--- src/rtl/bus_pkg.sv ---
// Shared definitions for the round-robin bus arbiter: transfer size codes,
// FSM states and the wrapped priority search behind the grant picker.
package bus_pkg;

  localparam int IW = 3;

  typedef enum logic [1:0] {
    SIZ_BYTE  = 2'd0,
    SIZ_HALF  = 2'd1,
    SIZ_WORD  = 2'd2,
    SIZ_DWORD = 2'd3
  } siz_t;

  typedef enum logic {
    ST_IDLE = 1'b0,
    ST_OWN  = 1'b1
  } state_t;

  // Returns {found, index} of the first set bit in req[n-1:0] after last, wrapping to 0.
  function automatic logic [IW:0] rr_search(input logic [7:0]    req,
                                            input logic [IW-1:0] last,
                                            input logic [IW:0]   n);
    logic [IW:0] res;
    logic [IW:0] idx;
    res = {(IW+1){1'b0}};
    for (int i = 1; i <= 8; i++) begin
      idx = {1'b0, last} + (IW+1)'(i);
      if (idx >= n) begin
        idx = idx - n;
      end else begin
        idx = idx;
      end
      if (((IW+1)'(i) <= n) && !res[IW] && req[idx[IW-1:0]]) begin
        res = {1'b1, idx[IW-1:0]};
      end else begin
        res = res;
      end
    end
    return res;
  endfunction

endpackage

--- src/rtl/rr_pick.sv ---
// Combinational round-robin picker: selects the first requester after the
// last-granted index, wrapping from N-1 back to 0.
module rr_pick
  import bus_pkg::*;
#(
  parameter int N = 2
) (
  input  logic [N-1:0]  req,
  input  logic [IW-1:0] last,
  output logic [N-1:0]  gnt,
  output logic [IW-1:0] idx,
  output logic          any
);

  logic [IW:0] res_s;
  logic [7:0]  req_s;

  assign req_s = 8'(req);
  assign res_s = rr_search(req_s, last, (IW+1)'(N));
  assign any   = res_s[IW];
  assign idx   = res_s[IW-1:0];

  // One-hot decode of the winning index.
  always_comb begin
    gnt = {N{1'b0}};
    for (int k = 0; k < N; k++) begin
      gnt[k] = any && (idx == IW'(k));
    end
  end

endmodule

--- src/rtl/rr_bus_arbiter.sv ---
// N-master round-robin arbiter onto one external bus. The grant is locked for
// the owner's whole cyc tenure; a strobe stalled too long is answered with err.
module rr_bus_arbiter
  import bus_pkg::*;
#(
  parameter int MASTERS = 2,
  parameter int AW      = 64,
  parameter int DW      = 64,
  parameter int TIMEOUT = 255,
  parameter int CW      = 8
) (
  input  logic                 clk_i,
  input  logic                 reset_i,
  input  logic [MASTERS*DW-1:0] m_dat_i,
  input  logic [MASTERS*AW-1:0] m_adr_i,
  input  logic [MASTERS-1:0]   m_we_i,
  input  logic [MASTERS-1:0]   m_cyc_i,
  input  logic [MASTERS-1:0]   m_stb_i,
  input  logic [2*MASTERS-1:0] m_siz_i,
  input  logic [MASTERS-1:0]   m_signed_i,
  output logic [MASTERS-1:0]   m_ack_o,
  output logic [MASTERS-1:0]   m_err_o,
  output logic [DW-1:0]        m_dat_o,
  output logic [MASTERS-1:0]   gnt_o,
  output logic [DW-1:0]        x_dat_o,
  output logic [AW-1:0]        x_adr_o,
  output logic                 x_we_o,
  output logic                 x_cyc_o,
  output logic                 x_stb_o,
  output logic [1:0]           x_siz_o,
  output logic                 x_signed_o,
  input  logic                 x_ack_i,
  input  logic [DW-1:0]        x_dat_i
);

  state_t             state_r, state_n_s;
  logic [MASTERS-1:0] gnt_r, gnt_n_s;
  logic [IW-1:0]      ptr_r, ptr_n_s;
  logic [CW-1:0]      cnt_r, cnt_n_s;
  logic [MASTERS-1:0] pick_gnt_s;
  logic [IW-1:0]      pick_idx_s;
  logic               pick_any_s;
  logic               own_cyc_s, own_stb_s, stall_s, tmo_hit_s;

  rr_pick #(.N(MASTERS)) u_pick (
    .req  (m_cyc_i),
    .last (ptr_r),
    .gnt  (pick_gnt_s),
    .idx  (pick_idx_s),
    .any  (pick_any_s)
  );

  // gnt_r is non-zero only in OWN, so these reduce to zero while idle.
  assign own_cyc_s = |(gnt_r & m_cyc_i);
  assign own_stb_s = |(gnt_r & m_cyc_i & m_stb_i);
  assign stall_s   = (TIMEOUT > 0) && own_stb_s && !x_ack_i;
  assign tmo_hit_s = stall_s && (cnt_r == CW'(TIMEOUT - 1));

  // State, grant, last-grant pointer and stall counter.
  always_ff @(posedge clk_i or negedge reset_i) begin
    if (!reset_i) begin
      state_r <= ST_IDLE;
      gnt_r   <= {MASTERS{1'b0}};
      ptr_r   <= IW'(MASTERS - 1);
      cnt_r   <= {CW{1'b0}};
    end else begin
      state_r <= state_n_s;
      gnt_r   <= gnt_n_s;
      ptr_r   <= ptr_n_s;
      cnt_r   <= cnt_n_s;
    end
  end

  // Arbitrate in IDLE, hold the grant while the owner keeps cyc, count stalls.
  always_comb begin
    state_n_s = state_r;
    gnt_n_s   = gnt_r;
    ptr_n_s   = ptr_r;
    cnt_n_s   = {CW{1'b0}};
    case (state_r)
      ST_IDLE: begin
        if (pick_any_s) begin
          state_n_s = ST_OWN;
          gnt_n_s   = pick_gnt_s;
          ptr_n_s   = pick_idx_s;
        end else begin
          state_n_s = ST_IDLE;
          gnt_n_s   = {MASTERS{1'b0}};
        end
      end
      ST_OWN: begin
        if (!own_cyc_s) begin
          state_n_s = ST_IDLE;
          gnt_n_s   = {MASTERS{1'b0}};
        end else if (stall_s && !tmo_hit_s) begin
          cnt_n_s = cnt_r + CW'(1'b1);
        end else begin
          cnt_n_s = {CW{1'b0}};
        end
      end
      default: begin
        state_n_s = ST_IDLE;
        gnt_n_s   = {MASTERS{1'b0}};
      end
    endcase
  end

  // Steer the owner's request onto the external bus and route ack/err back.
  always_comb begin
    x_dat_o    = {DW{1'b0}};
    x_adr_o    = {AW{1'b0}};
    x_we_o     = 1'b0;
    x_siz_o    = 2'b00;
    x_signed_o = 1'b0;
    for (int k = 0; k < MASTERS; k++) begin
      if (gnt_r[k]) begin
        x_dat_o    = x_dat_o | m_dat_i[k*DW +: DW];
        x_adr_o    = x_adr_o | m_adr_i[k*AW +: AW];
        x_we_o     = x_we_o | m_we_i[k];
        x_siz_o    = x_siz_o | m_siz_i[k*2 +: 2];
        x_signed_o = x_signed_o | m_signed_i[k];
      end else begin
        x_dat_o = x_dat_o;
      end
    end
    x_cyc_o = own_cyc_s;
    x_stb_o = own_stb_s;
    m_ack_o = gnt_r & {MASTERS{x_ack_i}};
    m_err_o = gnt_r & {MASTERS{tmo_hit_s}};
  end

  assign m_dat_o = x_dat_i;
  assign gnt_o   = gnt_r;

endmodule
--- config.mk ---
export PLATFORM = sky130hd
export DESIGN_NAME = rr_bus_arbiter
export DESIGN_NICKNAME = d
export VERILOG_FILES = /design/src/rtl/bus_pkg.sv /design/src/rtl/rr_pick.sv /design/src/rtl/rr_bus_arbiter.sv
export SDC_FILE = /design/constraint.sdc
export NUM_CORES = 1
export LEC_CHECK = 0
export ABC_AREA = 1
export CORE_AREA = 2 2 207 209
export CTS_BUF_LIST = sky130_fd_sc_hd__clkbuf_2
export CTS_CLUSTER_SIZE = 14
export DETAILED_ROUTE_END_ITERATION = 8
export DIE_AREA = 0 0 209 211
export GPL_ROUTABILITY_DRIVEN = 0
export PLACE_DENSITY = 0.32
export REMOVE_ABC_BUFFERS = 1
export SETUP_SLACK_MARGIN = 0.5
export SLEW_MARGIN = 5
export SYNTH_ARGS = -nofsm -noshare
export SYNTH_HDL_FRONTEND = slang
export SYNTH_SLANG_ARGS = --single-unit
--- constraint.sdc ---
create_clock -name clk_i -period 1.75 [get_ports clk_i]
set_input_delay 0.2625 -clock clk_i [delete_from_list [all_inputs] [get_ports clk_i]]
set_output_delay 0.2625 -clock clk_i [all_outputs]
set_load 0.05 [all_outputs]
==> flow_metrics.env <==
export IMPL_status="finished with violations"
export IMPL_failed_checks="negative setup slack"
export IMPL_htree_levels=1
export IMPL_cp_common_cell="buf_12"
export IMPL_die_w_um=209
export IMPL_drt_first_iter_violations=143
export IMPL_num_rows=75
export IMPL_path_max_fanout=10
export IMPL_synth_cell_types=27
export IMPL_die_h_um=211
export IMPL_drv_cap=0
export IMPL_numPortBuffers=410
export IMPL_worstMarginPinSlew_ps=390
export IMPL_initial_core_util=0.0643
export IMPL_power_density_nw_per_um2=115
export IMPL_vias=4367
export IMPL_ios=539
export IMPL_clk_path_buf_depth=2
export IMPL_startpoint_type="register"
export IMPL_drc=0
export IMPL_slew_violations=0
export IMPL_fillers=4431
export IMPL_final_common_cell="clkdlybuf4s50_1"
export IMPL_reg2reg_depth=11
export IMPL_clk_latency_ps=280
export IMPL_fmax_ghz=0.527
export IMPL_nets=1070
export IMPL_clk_pin_slew_ps=160
export IMPL_multi_input_comb_area_um2=2620
export IMPL_area_growth_pct=282
export IMPL_max_slew_margin=0.739
export IMPL_finalCoreUtilization=0.246
export IMPL_final_area_um2=10300
export IMPL_yosys_area_top_type_share=0.431
export IMPL_yosysTopAreaCell="a22o_1"
export IMPL_final_cell_mix="clkdlybuf4s50_1, buf_12, a22o_4, a22o_1, nand2_1"
export IMPL_overflow=0
export IMPL_wl_mm=30.8
export IMPL_ys_seq_area_frac=0.131
export IMPL_grt_pass1_wl_mm=38.1
export IMPL_fin_tns_setup_ps=-11750
export IMPL_min_path_type="primary input to async pin"
export IMPL_wl_per_cell_um=24.3
export IMPL_reg2reg_to="cnt_r[4]$_DFF_PN0_"
export IMPL_holdBufCountCts=0
export IMPL_max_stage_delay_ps=540
export IMPL_seq_area_um2=359
export IMPL_p_leak_uw=0.00420
export IMPL_antenna_found_initial=1
export IMPL_synth_cell_area_um2=2680
export IMPL_crit_chain="buf_12 > buf_12 > buf_12 > a22o_4 > buf_12"
export IMPL_post_route_period_util=1.08
export IMPL_required_ps=1490
export IMPL_drive_gt1_frac=0.488
export IMPL_grt_total_usage=0.123
export IMPL_synth_cells=340
export IMPL_skew_ps=17.7
export IMPL_critPathSlowestCell="dfrtp_4"
export IMPL_synth_avg_cell_area_um2=7.89
export IMPL_synth_warnings=0
export IMPL_peakVddDrop_mv=0.124
export IMPL_cp_arrival_ps=1640
export IMPL_setup_viol=135
export IMPL_finalHoldViolCount=0
export IMPL_die_area_um2=44100
export IMPL_grt_max_degree=47
export IMPL_clockRootBuffer="clkbuf_2"
export IMPL_dr_pass1_iters=4
export IMPL_place_ws_ps=29.8
export IMPL_r2r_slack_ps=50
export IMPL_cts_sinks=14
export IMPL_placed_area_um2=8560
export IMPL_path_delay_family="buffers and inverters"
export IMPL_via_per_inst=3.45
export IMPL_cts_tree="done"
export IMPL_min_period_ps=1900
export IMPL_crit_buf_inv=4
export IMPL_synth_seq_cells=14
export IMPL_cts_made_buffers=3
export IMPL_antenna_left=0
export IMPL_setup_worst_path_end_class="output port"
export IMPL_total_power_uw=1180
export IMPL_crit_type="register to output port"
export IMPL_fp_coreArea_um2=41800
export IMPL_rsz0062_at_grt="yes"
export IMPL_crit_reg2reg_launch="gnt_o[1]$_DFFE_PN0P_"
export IMPL_final_setup_worst_slack_ps=-148
export IMPL_grt_pass1_vias=4409
export IMPL_synthTopCellsByArea="a22o_1, buf_4, dfrtp_1"
export IMPL_dp_hpwl_mm=24.5
## worst reg2reg max path: stages (launching register included)
cell,delay [ps]
dfrtp_4,490
buf_12,160
buf_6,100
buf_8,100
inv_6,30
o21ai_4,170
buf_6,130
buf_6,90
nand2_4,50
clkinv_4,70
nand4_4,140
nor2_1,140
## area by class of cell
class	count	share of cell area
tap	539	0.0657
sequential	14	0.0350
multi-input combinational	215	0.255
clock buffer	3	0.00146
timing repair buffer	477	0.635
antenna	1	0.000244
inverter	16	0.00707
clock inverter	1	0.000366
## kinds of logic (layout without fill, tap and decap cells)
| family | count (synthesis) | in the layout | share of synthesized area |
|---|---|---|---|
| buf+inv | 111 | 497 | 0.258 |
| other cells | 0 | 1 | 0 |
| fa+ha+maj | 8 | 8 | 0.0373 |
| xor+xnor | 6 | 6 | 0.0196 |
| simple gates | 66 | 66 | 0.115 |
| flops | 14 | 14 | 0.131 |
| compound gates | 135 | 135 | 0.439 |
## power breakdown
group          total [µW]  leakage, µW  switching (µW)  internal (µW)
logic                 701      0.00400             168            533
clock network         159    0.0000140             109           49.7
registers             324     0.000178               0            324
total                1180      0.00420             278            906
## metal layers
metal / global-route usage / vias to the layer above / wire length [µm]
met5: 0.0512 / - / 231
met2: 0.198 / 301 / 14600
met3: 0.0633 / 14 / 3510
met1: 0.146 / 2062 / 12100
li1: - / 1984 / -
met4: 0.0138 / 6 / 313
## how the worst max path moves through the flow
stage | cells after the start | startpoint | slack, ps | endpoint
floorplan | 4 | gnt_o[1]$_DFFE_PN0P_ | -3120 | m_err_o[0]
global placement | 7 | m_cyc_i[0] | 10 | m_err_o[0]
detailed placement | 7 | m_cyc_i[0] | 30 | m_err_o[0]
CTS | 4 | gnt_o[0]$_DFFE_PN0P_ | -150 | x_adr_o[17]
global route | 6 | cnt_r[0]$_DFF_PN0_ | -240 | m_err_o[0]
finish | 5 | gnt_o[1]$_DFFE_PN0P_ | -150 | x_we_o
## state kept, by name (all words and copies together), names as in the netlist
| register | flops |
|---|---|
| cnt_r | 8 |
| ptr_r | 3 |
| gnt_o | 2 |
| state_r | 1 |
## synth_stat cells (all sizes together)
master    n
a22o    132
xor2      4
nor3b     1
dfstp     1
inv      15
clkinv    1
clkbuf   15
nor2     15
nand4     4
dfrtp    13
nand3     8
a21oi     1
ha        8
nor3      2
nand2    36
xnor2     2
o21ai     2
buf      80
## what timing repair did
item                       4_1_cts  5_1_grt
pin swaps                       30       28
gates resized for setup        101       89
setup buffers                   21        7
setup endpoints to repair      154      154
cloned                           2       11
## metrics by stage
step / cells / hold WS (ps)
final: 1266 / 241
after global routing: 1266 / 231
after CTS: 1247 / 236
after detailed placement: 1220 / 452
after global placement: 1220 / 447
after floorplan: 245 / -33.1
No activity file was read; power rests on OpenSTA's default activity.
